--- config.mk ---
export PLATFORM = sky130hd
export DESIGN_NAME = temp_sample_scheduler_flat
export DESIGN_NICKNAME = d
export VERILOG_FILES = /design/src/rtl/temp_sample_scheduler_if.sv /design/src/rtl/temp_sample_scheduler.sv /design/src/flat_wrapper.sv
export SDC_FILE = /design/constraint.sdc
export NUM_CORES = 1
export LEC_CHECK = 0
export ABC_AREA = 1
export ABC_CLOCK_PERIOD_IN_PS = 1700
export CAP_MARGIN = 20
export CORE_MARGIN = 2
export CORE_UTILIZATION = 40
export CTS_CLUSTER_SIZE = 28
export DETAILED_ROUTE_END_ITERATION = 10
export SYNTH_ARGS = -nofsm -noshare
export SYNTH_HDL_FRONTEND = slang
export SYNTH_SLANG_ARGS = --single-unit
--- constraint.sdc ---
create_clock -name clk -period 1.7 [get_ports clk]
set_clock_uncertainty 0.15 [all_clocks]
set_input_delay 0.34 -clock clk [delete_from_list [all_inputs] [get_ports clk]]
set_output_delay 0.34 -clock clk [all_outputs]
set_load 0.05 [all_outputs]
--- src/rtl/temp_sample_scheduler_if.sv ---
// Bundle between the temperature sample scheduler, the sensor front-end and the
// sum/average accumulator. The scheduler side uses the master modport.
interface temp_sample_scheduler_if #(
  parameter int N_CH = 4
);
  localparam int CH_W = (N_CH > 1) ? $clog2(N_CH) : 1;

  // Handshake: conv_req is a one-cycle request for channel conv_ch; the front-end
  // answers later with a one-cycle conv_done carrying conv_data, which is only
  // honoured while the scheduler waits for it. smp_valid is a one-cycle strobe
  // with no back-pressure: the accumulator must take smp_ch/smp_data that cycle.
  logic            enable;
  logic            conv_req;
  logic [CH_W-1:0] conv_ch;
  logic            conv_done;
  logic [8:0]      conv_data;
  logic            smp_valid;
  logic [CH_W-1:0] smp_ch;
  logic [8:0]      smp_data;
  logic            win_start;
  logic            win_done;
  logic            sec_tick;
  logic [5:0]      sec_cnt;
  logic            busy;
  logic            ovr;
  logic            err;
  logic [2:0]      dbg_state;

  modport master (
    input  enable, conv_done, conv_data,
    output conv_req, conv_ch, smp_valid, smp_ch, smp_data, win_start, win_done,
           sec_tick, sec_cnt, busy, ovr, err, dbg_state
  );

  modport slave (
    output enable, conv_done, conv_data,
    input  conv_req, conv_ch, smp_valid, smp_ch, smp_data, win_start, win_done,
           sec_tick, sec_cnt, busy, ovr, err, dbg_state
  );
endinterface

--- src/rtl/temp_sample_scheduler.sv ---
// Temperature acquisition sequencer: 1 s tick, round-robin channel sweep with the
// sensor front-end, sample strobes and averaging-window framing.
// Optional WAIT timeout with last-good substitution: define TEMP_SCHED_TIMEOUT_EN.
module temp_sample_scheduler #(
  parameter int CLK_HZ          = 50000000,
  parameter int N_CH            = 4,
  parameter int SAMPLES_PER_WIN = 60,
  parameter int TIMEOUT_CYC     = 1000
) (
  input logic                      clk,
  input logic                      rst,
  temp_sample_scheduler_if.master  bus
);

  localparam int CH_W = (N_CH > 1) ? $clog2(N_CH) : 1;
  localparam int TW   = (CLK_HZ > 1) ? $clog2(CLK_HZ) : 1;

  localparam logic [TW-1:0]   TICK_LAST = TW'(CLK_HZ - 1);
  localparam logic [CH_W-1:0] CH_LAST   = CH_W'(N_CH - 1);
  localparam logic [5:0]      WIN_LAST  = 6'(SAMPLES_PER_WIN - 1);

  typedef enum logic [2:0] {
    S_IDLE = 3'd0,
    S_REQ  = 3'd1,
    S_WAIT = 3'd2,
    S_EMIT = 3'd3,
    S_NEXT = 3'd4
  } state_t;

  state_t          state_q, state_d;
  logic [TW-1:0]   tick_cnt_q;
  logic            sec_tick_q;
  logic            pending_q;
  logic [CH_W-1:0] ch_q, ch_d;
  logic [5:0]      sec_cnt_q, sec_cnt_d;
  logic [8:0]      smp_data_q, smp_data_d;

  logic            idle;
  logic            start;
  logic            tick_defer;
  logic            tick_drop;
  logic            sweep_last;
  logic            win_last;

  // Second tick generator; disabling holds the phase at zero.
  always_ff @(posedge clk) begin
    if (rst || !bus.enable) begin
      tick_cnt_q <= '0;
      sec_tick_q <= 1'b0;
    end else if (tick_cnt_q == TICK_LAST) begin
      tick_cnt_q <= '0;
      sec_tick_q <= 1'b1;
    end else begin
      tick_cnt_q <= tick_cnt_q + TW'(1);
      sec_tick_q <= 1'b0;
    end
  end

  assign idle       = (state_q == S_IDLE);
  assign start      = idle && bus.enable && (sec_tick_q || pending_q);
  assign tick_defer = sec_tick_q && !idle && !pending_q;
  assign tick_drop  = sec_tick_q && !idle && pending_q;
  assign sweep_last = (ch_q == CH_LAST);
  assign win_last   = (sec_cnt_q == WIN_LAST);

  // At most one tick is remembered while a sweep is still running.
  always_ff @(posedge clk) begin
    if (rst || !bus.enable) begin
      pending_q <= 1'b0;
    end else if (start) begin
      pending_q <= 1'b0;
    end else if (tick_defer) begin
      pending_q <= 1'b1;
    end
  end

`ifdef TEMP_SCHED_TIMEOUT_EN
  localparam int WW = (TIMEOUT_CYC > 1) ? $clog2(TIMEOUT_CYC) : 1;
  localparam logic [WW-1:0] WAIT_LAST = WW'(TIMEOUT_CYC - 1);

  logic [WW-1:0] wait_cnt_q;
  logic [8:0]    hold_q [N_CH];
  logic          err_q;
  logic          timed_out;

  // REQ is the only way into WAIT, so clearing there restarts the count per request.
  always_ff @(posedge clk) begin
    if (rst || state_q == S_REQ) begin
      wait_cnt_q <= '0;
    end else if (state_q == S_WAIT) begin
      wait_cnt_q <= wait_cnt_q + WW'(1);
    end
  end

  always_ff @(posedge clk) begin
    if (rst) begin
      for (int i = 0; i < N_CH; i++) begin
        hold_q[i] <= '0;
      end
    end else if (state_q == S_WAIT && bus.conv_done) begin
      hold_q[ch_q] <= bus.conv_data;
    end
  end

  always_ff @(posedge clk) begin
    if (rst) begin
      err_q <= 1'b0;
    end else if (timed_out) begin
      err_q <= 1'b1;
    end
  end

  assign bus.err = err_q;
`else
  assign bus.err = 1'b0;
`endif

  always_ff @(posedge clk) begin
    if (rst) begin
      state_q    <= S_IDLE;
      ch_q       <= '0;
      sec_cnt_q  <= '0;
      smp_data_q <= '0;
    end else begin
      state_q    <= state_d;
      ch_q       <= ch_d;
      sec_cnt_q  <= sec_cnt_d;
      smp_data_q <= smp_data_d;
    end
  end

  always_comb begin
    state_d    = state_q;
    ch_d       = ch_q;
    sec_cnt_d  = sec_cnt_q;
    smp_data_d = smp_data_q;
`ifdef TEMP_SCHED_TIMEOUT_EN
    timed_out  = 1'b0;
`endif
    case (state_q)
      S_IDLE: begin
        if (start) begin
          ch_d    = '0;
          state_d = S_REQ;
        end
      end
      S_REQ: begin
        state_d = S_WAIT;
      end
      S_WAIT: begin
        if (bus.conv_done) begin
          smp_data_d = bus.conv_data;
          state_d    = S_EMIT;
        end
`ifdef TEMP_SCHED_TIMEOUT_EN
        else if (wait_cnt_q == WAIT_LAST) begin
          // Silent channel: re-issue its last good reading and flag the fault.
          smp_data_d = hold_q[ch_q];
          timed_out  = 1'b1;
          state_d    = S_EMIT;
        end
`endif
      end
      S_EMIT: begin
        state_d = S_NEXT;
      end
      S_NEXT: begin
        if (!sweep_last) begin
          ch_d    = ch_q + CH_W'(1);
          state_d = S_REQ;
        end else begin
          sec_cnt_d = win_last ? 6'd0 : sec_cnt_q + 6'd1;
          state_d   = S_IDLE;
        end
      end
      default: begin
        state_d = S_IDLE;
      end
    endcase
  end

  assign bus.conv_req  = (state_q == S_REQ);
  assign bus.conv_ch   = ch_q;
  assign bus.smp_valid = (state_q == S_EMIT);
  assign bus.smp_ch    = ch_q;
  assign bus.smp_data  = smp_data_q;
  assign bus.win_start = (state_q == S_EMIT) && (ch_q == '0) && (sec_cnt_q == 6'd0);
  assign bus.win_done  = (state_q == S_NEXT) && sweep_last && win_last;
  assign bus.sec_tick  = sec_tick_q;
  assign bus.sec_cnt   = sec_cnt_q;
  assign bus.busy      = !idle;
  assign bus.ovr       = tick_drop && bus.enable;
  assign bus.dbg_state = state_q;

endmodule

--- src/flat_wrapper.sv ---
// flat-port wrapper written by rule: the top's interface ports become plain ports
module temp_sample_scheduler_flat 
#(
  parameter int CLK_HZ          = 50000000,
  parameter int N_CH            = 4,
  parameter int SAMPLES_PER_WIN = 60,
  parameter int TIMEOUT_CYC     = 1000
)
  (clk, rst, bus_enable, bus_conv_done, bus_conv_data, bus_conv_req, bus_conv_ch, bus_smp_valid, bus_smp_ch, bus_smp_data, bus_win_start, bus_win_done, bus_sec_tick, bus_sec_cnt, bus_busy, bus_ovr, bus_err, bus_dbg_state);
  temp_sample_scheduler_if #(.N_CH(N_CH)) bus_i ();
  input logic clk;
  input logic rst;
  input wire logic [$bits(bus_i.enable)-1:0] bus_enable;
  input wire logic [$bits(bus_i.conv_done)-1:0] bus_conv_done;
  input wire logic [$bits(bus_i.conv_data)-1:0] bus_conv_data;
  output wire logic [$bits(bus_i.conv_req)-1:0] bus_conv_req;
  output wire logic [$bits(bus_i.conv_ch)-1:0] bus_conv_ch;
  output wire logic [$bits(bus_i.smp_valid)-1:0] bus_smp_valid;
  output wire logic [$bits(bus_i.smp_ch)-1:0] bus_smp_ch;
  output wire logic [$bits(bus_i.smp_data)-1:0] bus_smp_data;
  output wire logic [$bits(bus_i.win_start)-1:0] bus_win_start;
  output wire logic [$bits(bus_i.win_done)-1:0] bus_win_done;
  output wire logic [$bits(bus_i.sec_tick)-1:0] bus_sec_tick;
  output wire logic [$bits(bus_i.sec_cnt)-1:0] bus_sec_cnt;
  output wire logic [$bits(bus_i.busy)-1:0] bus_busy;
  output wire logic [$bits(bus_i.ovr)-1:0] bus_ovr;
  output wire logic [$bits(bus_i.err)-1:0] bus_err;
  output wire logic [$bits(bus_i.dbg_state)-1:0] bus_dbg_state;
  assign bus_i.enable = bus_enable;
  assign bus_i.conv_done = bus_conv_done;
  assign bus_i.conv_data = bus_conv_data;
  assign bus_conv_req = bus_i.conv_req;
  assign bus_conv_ch = bus_i.conv_ch;
  assign bus_smp_valid = bus_i.smp_valid;
  assign bus_smp_ch = bus_i.smp_ch;
  assign bus_smp_data = bus_i.smp_data;
  assign bus_win_start = bus_i.win_start;
  assign bus_win_done = bus_i.win_done;
  assign bus_sec_tick = bus_i.sec_tick;
  assign bus_sec_cnt = bus_i.sec_cnt;
  assign bus_busy = bus_i.busy;
  assign bus_ovr = bus_i.ovr;
  assign bus_err = bus_i.err;
  assign bus_dbg_state = bus_i.dbg_state;
  temp_sample_scheduler #(.CLK_HZ(CLK_HZ), .N_CH(N_CH), .SAMPLES_PER_WIN(SAMPLES_PER_WIN), .TIMEOUT_CYC(TIMEOUT_CYC)) u_core (.clk(clk), .rst(rst), .bus(bus_i));
endmodule
After elaboration in Yosys (flattened, before gate mapping)
Cells that the tools add are included.
{"block": "op_classes", "addsub": 3, "n_eq_ne": 10, "n_mux": 9, "reduce_logical": 25}
{"operator": "$add A26 B1 Y26 const B", "count": 1}
{"operator": "$eq A26 B26 Y1 const B", "count": 1}
{"operator": "$pmux W3 S5", "count": 1}
{"operator": "$logic_and A1 B1 Y1", "count": 10}
{"operator": "$add A6 B1 Y6 const B", "count": 1}
{"operator": "$eq A3 B2 Y1 const B", "count": 2}
{"operator": "$eq A6 B6 Y1 const B", "count": 1}
{"operator": "$logic_not A6 Y1", "count": 1}
{"operator": "$mux W3", "count": 2}
{"operator": "$mux W6", "count": 1}
{"operator": "$ne A2 B2 Y1 const B", "count": 3}
{"operator": "$reduce_and A2 Y1", "count": 3}
{"operator": "$mux W2", "count": 2}
{"operator": "$pmux W2 S2", "count": 1}
{"operator": "$reduce_or A2 Y1", "count": 2}
{"operator": "$eq A3 B1 Y1 const B", "count": 1}
{"operator": "$eq A3 B3 Y1 const B", "count": 1}
{"operator": "$logic_not A1 Y1", "count": 3}
{"operator": "$logic_not A3 Y1", "count": 1}
{"operator": "$reduce_and A3 Y1", "count": 1}
{"operator": "$add A2 B1 Y2 const B", "count": 1}
{"operator": "$eq A2 B2 Y1 const B", "count": 1}
{"operator": "$logic_not A2 Y1", "count": 1}
{"operator": "$logic_or A1 B1 Y1", "count": 2}
{"operator": "2 further kinds", "count": 3}
{"block": "totals", "ff_bits": 48, "inputBits": 13, "wordCells": 54}

Longest topological paths before layout
Gate-level depths: netlist (run 1).
{"block": "logic_depth", "word_depth": 5, "ltp_mapped": 9, "depth_no_buf": 9}

Worst setup path after synthesis (run 1)
Ideal clock, no wire load.
{"block": "synth_timing", "path_type": "reg2out", "startpoint": "reg u_core.state_q[1] (netlist: u_core.bus.dbg_state[1])", "endpoint": "out bus_win_start", "arrival_ns": 2.443, "slack_ns": -1.233, "path_stages_with_launch": 3, "path_buffers": 0, "cell_sequence": "dfxtp_1 nand3_1 nor4_1"}
{"block": "synth_via", "elab_chain_cells": 3}
{"element": "start: declaration", "line": "temp_sample_scheduler.sv:30", "source": "state_t state_q, state_d;"}
{"element": "start signal: assignment", "line": "temp_sample_scheduler.sv:125", "source": "state_q <= state_d;"}
{"element": "$eq A3 B2 Y1", "line": "temp_sample_scheduler.sv:187", "source": "assign bus.win_start = (state_q == S_EMIT) && (ch_q == '0) && (sec_cnt_q == 6'd0);"}
{"element": "$logic_and A1 B1 Y1 (2 in series)", "line": "temp_sample_scheduler.sv:187"}
{"element": "end: declaration", "line": "flat_wrapper.sv:21", "source": "output wire logic [$bits(bus_i.win_start)-1:0] bus_win_start;"}
Every way passes these cells.

Worst setup path in the final report (run 1)
{"block": "layout_timing", "startpoint": "reg u_core.state_q[2] (netlist: u_core.bus.dbg_state[2])", "endpoint": "out bus_win_start"}
Same word-level chain as after synthesis.

==> flow_metrics.py, run 1 <==
metrics = {
    "status": {
        "status": "finished, violations left",
        "violations": "setup timing",
    },
    "pwr": {
        "power_density_mw_per_mm2": 678.9,
        "p_leak_nw": 1.327,
        "ir_worst_vdd_mv": 0.3950,
    },
    "route": {
        "viasPerCell": 4.770,
        "drt_iter0_drc": 56,
        "wl_um": 6153,
        "drc_errors": 0,
        "firstDrtPassIters": 4,
        "ant_nets": 0,
        "route.vias.total": 2490,
        "routedWlPerCell_um": 11.79,
    },
    "logic_synthesis": {
        "synth_top_area_share_pct": 38.57,
        "ys_warn_count": 0,
        "yosysMostFrequentCell": "nand2_1",
        "netlist_instances": 376,
        "yosysSeqAreaShare_pct": 38.57,
        "netlist_area_sq_mm": 0.002491,
        "synthDistinctLibCells": 31,
        "synth_edf_count": 0,
        "ys_seq_elements": 48,
        "syn_area_per_cell_sq_um": 6.625,
        "synth_top_cell_by_area": "dfxtp_1",
        "synth-main-ff-cell": "dfxtp_1",
        "syn-num-nets": 394,
        "synthTopCellsByArea": "dfxtp_1, nand2_1, nor2_1",
        "async_flop_share_pct": 0,
        "synth_common_cells": "nand2_1, nor2_1, inv_1, dfxtp_1, nand3_1",
    },
    "placement": {
        "place_inst": 505,
        "gp_congestion": 0.8955,
        "port_buffers": 41,
        "placed_area_sq_mm": 0.003455,
        "dp_hpwl_um": 4683,
    },
    "sta": {
        "holdWs_ns": 0.3361,
        "rsz0062_at_grt": "yes",
        "finalSetupViolations": 2,
        "layout_min_cycle_time_ns": 1.882,
        "hold_viol_final": 0,
        "setup_slack_ns": -0.1818,
        "clock.fmax_mhz": 531.4,
        "slew_viol_final": 0,
        "final.period_utilization_pct": 110.7,
    },
    "worst_hold_path": {
        "hold_start": "u_core.bus.smp_data[4]",
        "min_to": "u_core.bus.smp_data[4]",
        "worst_hold_path.num_cells": 2,
        "min_path_type": "reg2reg",
    },
    "flow_run": {
        "drv_cap": 0,
    },
    "clocking": {
        "h-tree-depth": 2,
        "clock-sinks": 48,
        "cts_root_buf": "clkbuf_8",
        "clkLatencyLatePin_ns": 0.30,
        "hold_buffers": 0,
        "cts_tree": "done",
        "clockBufferDepth": 2,
        "clkTransAtPathRegs_ns": 0.09,
        "cts_buffers": 5,
    },
    "die": {
        "rows": 28,
        "core_sq_mm": 0.005956,
        "die_area_sq_mm": 0.006875,
        "io_pins": 43,
        "die_w_um": 82.92,
        "start_util_pct": 41.83,
        "die_y_um": 82.92,
    },
    "layout": {
        "stdcell_area_sq_mm": 0.003755,
        "layout.nets": 464,
        "n_antenna_cell": 0,
        "utilization_pct": 63.05,
        "fillers": 531,
        "layout.cells.non_filler": 522,
        "area_growth_pct": 50.73,
        "drive_gt1_share_pct": 25.95,
    },
    "worst_setup_path": {
        "critPathCaptureType": "output port",
        "cp-start-kind": "register",
        "crit_type": "reg2out",
        "path_cells": "inv_1 -> nand3_2 -> nor4_4 -> buf_12",
        "critical_path_arrival_ns": 1.39,
        "r2r_slack_ns": 0.10,
        "slowest_stage": "dfxtp_4",
        "critPathRequiredTime_ns": 1.21,
        "crit_fanout": 7,
        "reg2regPathDepth": 7,
        "critPathMaxStageDelay_ns": 0.41,
        "timing.rr.start": "u_core.bus.sec_cnt[0]",
        "rr_endpoint": "u_core.bus.sec_cnt[5]",
    },
    "global_routing": {
        "grt_usage_pct": 18.42,
        "grt_max_degree": 26,
        "globalRoute.totalOverflow": 0,
        "antenna_found_initial": 0,
        "grt_pass1_wl_um": 10550,
        "grt_pass1_vias": 2375,
    },
}
-- final cells by class --
class / count / area, sq um / area share [%]
Clock buffer: 5 / 68.82 / 1.833
Clock inverter: 3 / 47.55 / 1.266
Inverter: 51 / 198.9 / 5.298
Multi-Input combinational cell: 269 / 1414 / 37.65
Sequential cell: 48 / 992.2 / 26.42
Tap cell: 75 / 93.84 / 2.499
Timing Repair Buffer: 71 / 939.7 / 25.02
-- metal layers --
metal / GRT usage (%) / part of all wire, % / vias to the layer above
met5: 0 / 0 / -
li1: - / - / 1319
met1: 21.09 / 44 / 1096
met2: 33.50 / 49 / 59
met4: 7.899 / 3.3 / 0
met3: 3.082 / 3.7 / 16
-- cells by family after synthesis --
family,count (synthesis),share of synthesized area [%]
adder cells (fa/ha/maj),5,2.511
AND/OR/NAND/NOR,212,36.51
AO/OA/AOI/OAI,42,9.041
other,1,0.1505
XOR/XNOR,9,3.164
flip-flops,48,38.57
buffers and inverters,59,10.04
-- worst max-delay path, delay by kind of cell (launching register included) --
kind,cells,cell delay (ns)
flops,1,0.41
buf+inv,2,0.26
simple gates,2,0.43
-- layout by cell type, fill, tap and decap left out, types with 6 or more instances in the layout --
master            n
nand2_1          85
nor2_1           67
inv_1            42
dfxtp_1          37
buf_12           29
buf_4            28
nand3_1          23
a21oi_1          23
o21ai_0          14
clkdlybuf4s50_1  11
dfxtp_4           7
inv_2             6
nand4_1           6
-- worst max path at each step --
stage | slack (ns) | cells past startpoint | end | from
3_3_place_gp | -0.05 | 6 | u_core.bus.conv_ch[1] | bus_enable
4_1_cts | -0.19 | 5 | bus_win_start | u_core.bus.conv_ch[0]
6_report | -0.18 | 4 | bus_win_start | u_core.bus.dbg_state[2]
3_5_place_dp | -0.06 | 6 | u_core.bus.conv_ch[1] | bus_enable
2_1_floorplan | -0.13 | 4 | bus_win_start | u_core.bus.conv_ch[0]
5_1_grt | -0.24 | 5 | bus_win_start | u_core.bus.sec_cnt[0]
-- power breakdown --
part | internal (mW) | switching (mW) | leakage [nW]
clock | 0.443 | 0.406 | 0.0583
sequential | 1.15 | 0.0339 | 0.395
combinational | 0.241 | 0.278 | 0.874
total | 1.83 | 0.718 | 1.33
-- state kept, by name (all words and copies together), names as in the netlist --
signal	count
u_core.tick_cnt_q	26
u_core.bus.sec_cnt	6
u_core.pending_q	1
u_core.bus.smp_data	9
u_core.bus.dbg_state	3
u_core.bus.sec_tick	1
u_core.bus.conv_ch	2
-- timing repair --
item | CTS | global route
setup buffers | 9 | 0
pin swaps | 9 | 3
endpoints found under the hold margin | 0 | 0
endpoints found under the setup margin | 6 | 32
gates resized for setup | 22 | 11
-- stage by stage --
step / total power [mW] / worst slack [ns] / TNS, ns
2_1_floorplan: 1.449 / -0.1344 / -0.2570
3_3_place_gp: 1.670 / -0.04529 / -0.05212
3_5_place_dp: 1.674 / -0.06207 / -0.4121
4_1_cts: 2.572 / -0.1916 / -0.3539
5_1_grt: 2.652 / -0.2370 / -0.4759
6_report: 2.549 / -0.1818 / -0.3276
(Power assumes the default switching activity.)
==> run 2, diff against run 1 <==
--- a/config.mk
+++ b/config.mk
@@ -6,12 +6,13 @@
 export NUM_CORES = 1
 export LEC_CHECK = 0
 export ABC_AREA = 1
-export ABC_CLOCK_PERIOD_IN_PS = 1700
+export ABC_CLOCK_PERIOD_IN_PS = 2000
 export CAP_MARGIN = 20
-export CORE_MARGIN = 2
+export CORE_MARGIN = 1.5
 export CORE_UTILIZATION = 40
 export CTS_CLUSTER_SIZE = 28
 export DETAILED_ROUTE_END_ITERATION = 10
+export HOLD_SLACK_MARGIN = 0.1
 export SYNTH_ARGS = -nofsm -noshare
 export SYNTH_HDL_FRONTEND = slang
 export SYNTH_SLANG_ARGS = --single-unit
==> constraint.sdc (replaced) <==
create_clock -name clk -period 2 [get_ports clk]
set_clock_uncertainty 0.15 [all_clocks]
set_input_delay 0.4 -clock clk [delete_from_list [all_inputs] [get_ports clk]]
set_output_delay 0.4 -clock clk [all_outputs]
set_load 0.05 [all_outputs]
==> run 2 against run 1 <==
Effect of this change:
- the flow now finishes without violations
- clock power fell by 16%
- critical path type unchanged
- power fell by 21%
- critical path depth rose by 1
==> flow_metrics.py, run 2 (synthesis gave the netlist of run 1 again) <==
metrics = {
    "sta": {
        "fin_setup_tns_ns": 0,
        "layout_min_cycle_time_ns": 1.999,
        "slew_viol_final": 0,
        "rsz0062_at_grt": "yes",
        "final.period_utilization_pct": 99.94,
        "hold_viol_final": 0,
        "setup_slack_ns": 0.001249,
        "clock.fmax_mhz": 500.3,
        "finalSetupViolations": 0,
    },
    "pwr": {
        "ir_worst_vdd_mv": 0.3295,
        "p_leak_nw": 1.134,
        "power_density_mw_per_mm2": 631.9,
    },
    "worst_setup_path": {
        "crit_fanout": 4,
        "critPathCaptureType": "output port",
        "reg2regPathDepth": 8,
        "rr_endpoint": "u_core.tick_cnt_q[9]",
        "cp-start-kind": "register",
        "critPathRequiredTime_ns": 1.45,
        "critPathCapture": "bus_win_start",
        "timing.rr.start": "u_core.tick_cnt_q[0]",
        "crit_type": "reg2out",
        "r2r_slack_ns": 0.25,
        "critical_path_arrival_ns": 1.45,
        "crit_start": "u_core.bus.conv_ch[1]",
    },
    "clocking": {
        "clkTransAtPathRegs_ns": 0.09,
        "cts_tree": "done",
        "h-tree-depth": 2,
        "clkLatencyLatePin_ns": 0.30,
        "cts_root_buf": "clkbuf_8",
        "cts_buffers": 5,
        "clockBufferDepth": 2,
        "clock-sinks": 48,
        "hold_buffers": 0,
    },
    "flow_run": {
        "drv_cap": 0,
    },
    "route": {
        "route.vias.total": 2330,
        "drc_errors": 0,
        "drt_iter0_drc": 79,
        "viasPerCell": 4.679,
        "wl_um": 5691,
        "routedWlPerCell_um": 11.43,
        "ant_nets": 0,
        "firstDrtPassIters": 4,
    },
    "layout": {
        "top_register": "u_core.tick_cnt_q",
        "largest_register_ffs": 26,
        "layout.cells.non_filler": 498,
        "area_growth_pct": 28.63,
        "final_common_cell": "nand2_1",
        "layout_common_cells": "nand2_1, nor2_1, inv_1",
        "layout.nets": 440,
        "utilization_pct": 53.80,
        "drive_gt1_share_pct": 19.39,
        "n_antenna_cell": 0,
    },
    "die": {
        "die_w_um": 81.92,
        "io_pins": 43,
        "core_sq_mm": 0.005956,
        "start_util_pct": 41.83,
        "rows": 28,
        "die_area_sq_mm": 0.006710,
        "die_y_um": 81.92,
    },
    "placement": {
        "dp_hpwl_um": 4339,
        "place_ws_ns": 0.07951,
        "place_inst": 486,
        "gp_congestion": 0.8425,
        "port_buffers": 41,
    },
    "global_routing": {
        "antenna_found_initial": 0,
        "globalRoute.totalOverflow": 0,
        "grt_pass1_wl_um": 8901,
        "grt_pass1_vias": 2007,
        "grt_max_degree": 26,
        "grt_usage_pct": 17.28,
    },
    "status": {
        "status": "finished clean",
    },
    "worst_hold_path": {
        "min_path_type": "reg2reg",
    },
}
==> run 2: cell types whose count changed in the layout (fill, tap and decap cells not counted), moves of 2 or more <==
| cell | before | now |
|---|---|---|
| buf_12 | 29 | 5 |
| inv_1 | 42 | 46 |
| inv_2 | 6 | 2 |
| nor2_4 | 5 | 1 |
| dfxtp_4 | 7 | 4 |
| nor2_2 | 5 | 8 |
| dfxtp_1 | 37 | 39 |
| ha_2 | 2 | 0 |
==> run 2: final cells by class <==
cell class	count	area, sq um
clock inverters	3	47.55
inverters	51	198.9
repair buffers	47	446.7
fillers	609	2751
clock buffers	5	68.82
well taps	75	93.84
flip-flops and latches	48	982.2
multi-input cells	269	1366
==> run 2: worst max-delay path: stages, from the launching register on <==
cell and delay (ns):
dfxtp_4 0.37, inv_4 0.06, ha_4 0.12, nand4_1 0.13
nor4_4 0.29, buf_12 0.18
==> run 2: metal layers <==
layer	part of all wire (%)	vias to the layer above	GRT usage, %
met5	0	-	0
met4	1.0	0	4.576
met3	4.1	5	3.556
met2	47	34	30.25
met1	47	1021	21.40
li1	-	1270	-
==> run 2: worst min path at each step <==
stage                           startpoint                endpoint  slack, ns  depth (start not counted)
finish              u_core.bus.smp_data[1]  u_core.bus.smp_data[1]       0.30                          2
global route        u_core.bus.smp_data[0]  u_core.bus.smp_data[0]       0.32                          2
CTS                 u_core.bus.smp_data[3]  u_core.bus.smp_data[3]       0.31                          2
detailed placement  u_core.bus.smp_data[6]  u_core.bus.smp_data[6]       0.29                          2
global placement    u_core.bus.smp_data[1]  u_core.bus.smp_data[1]       0.28                          2
floorplan             u_core.tick_cnt_q[0]    u_core.tick_cnt_q[0]       0.28                          1
==> run 2: where the power goes <==
group          leakage, nW  switching, mW  internal [mW]  total (mW)
combinational        0.683          0.207          0.108       0.315
clock               0.0583          0.335          0.377       0.712
sequential           0.393         0.0229          0.975       0.998
==> run 2: stage by stage <==
| step | power (mW) | area, sq um | hold slack, ns |
|---|---|---|---|
| CTS | 2.045 | 3122 | 0.3052 |
| global route | 2.121 | 3204 | 0.3240 |
| global placement | 1.322 | 2997 | 0.2832 |
| floorplan | 1.229 | 2544 | 0.2796 |
| finish | 2.025 | 3204 | 0.2996 |
| detailed placement | 1.324 | 2997 | 0.2907 |
==> run 2: what timing repair did <==
item                                    CTS  global route
setup buffers                             0             4
resized for setup                         3            16
pin swaps                                 0             4
endpoints found under the setup margin    3             2
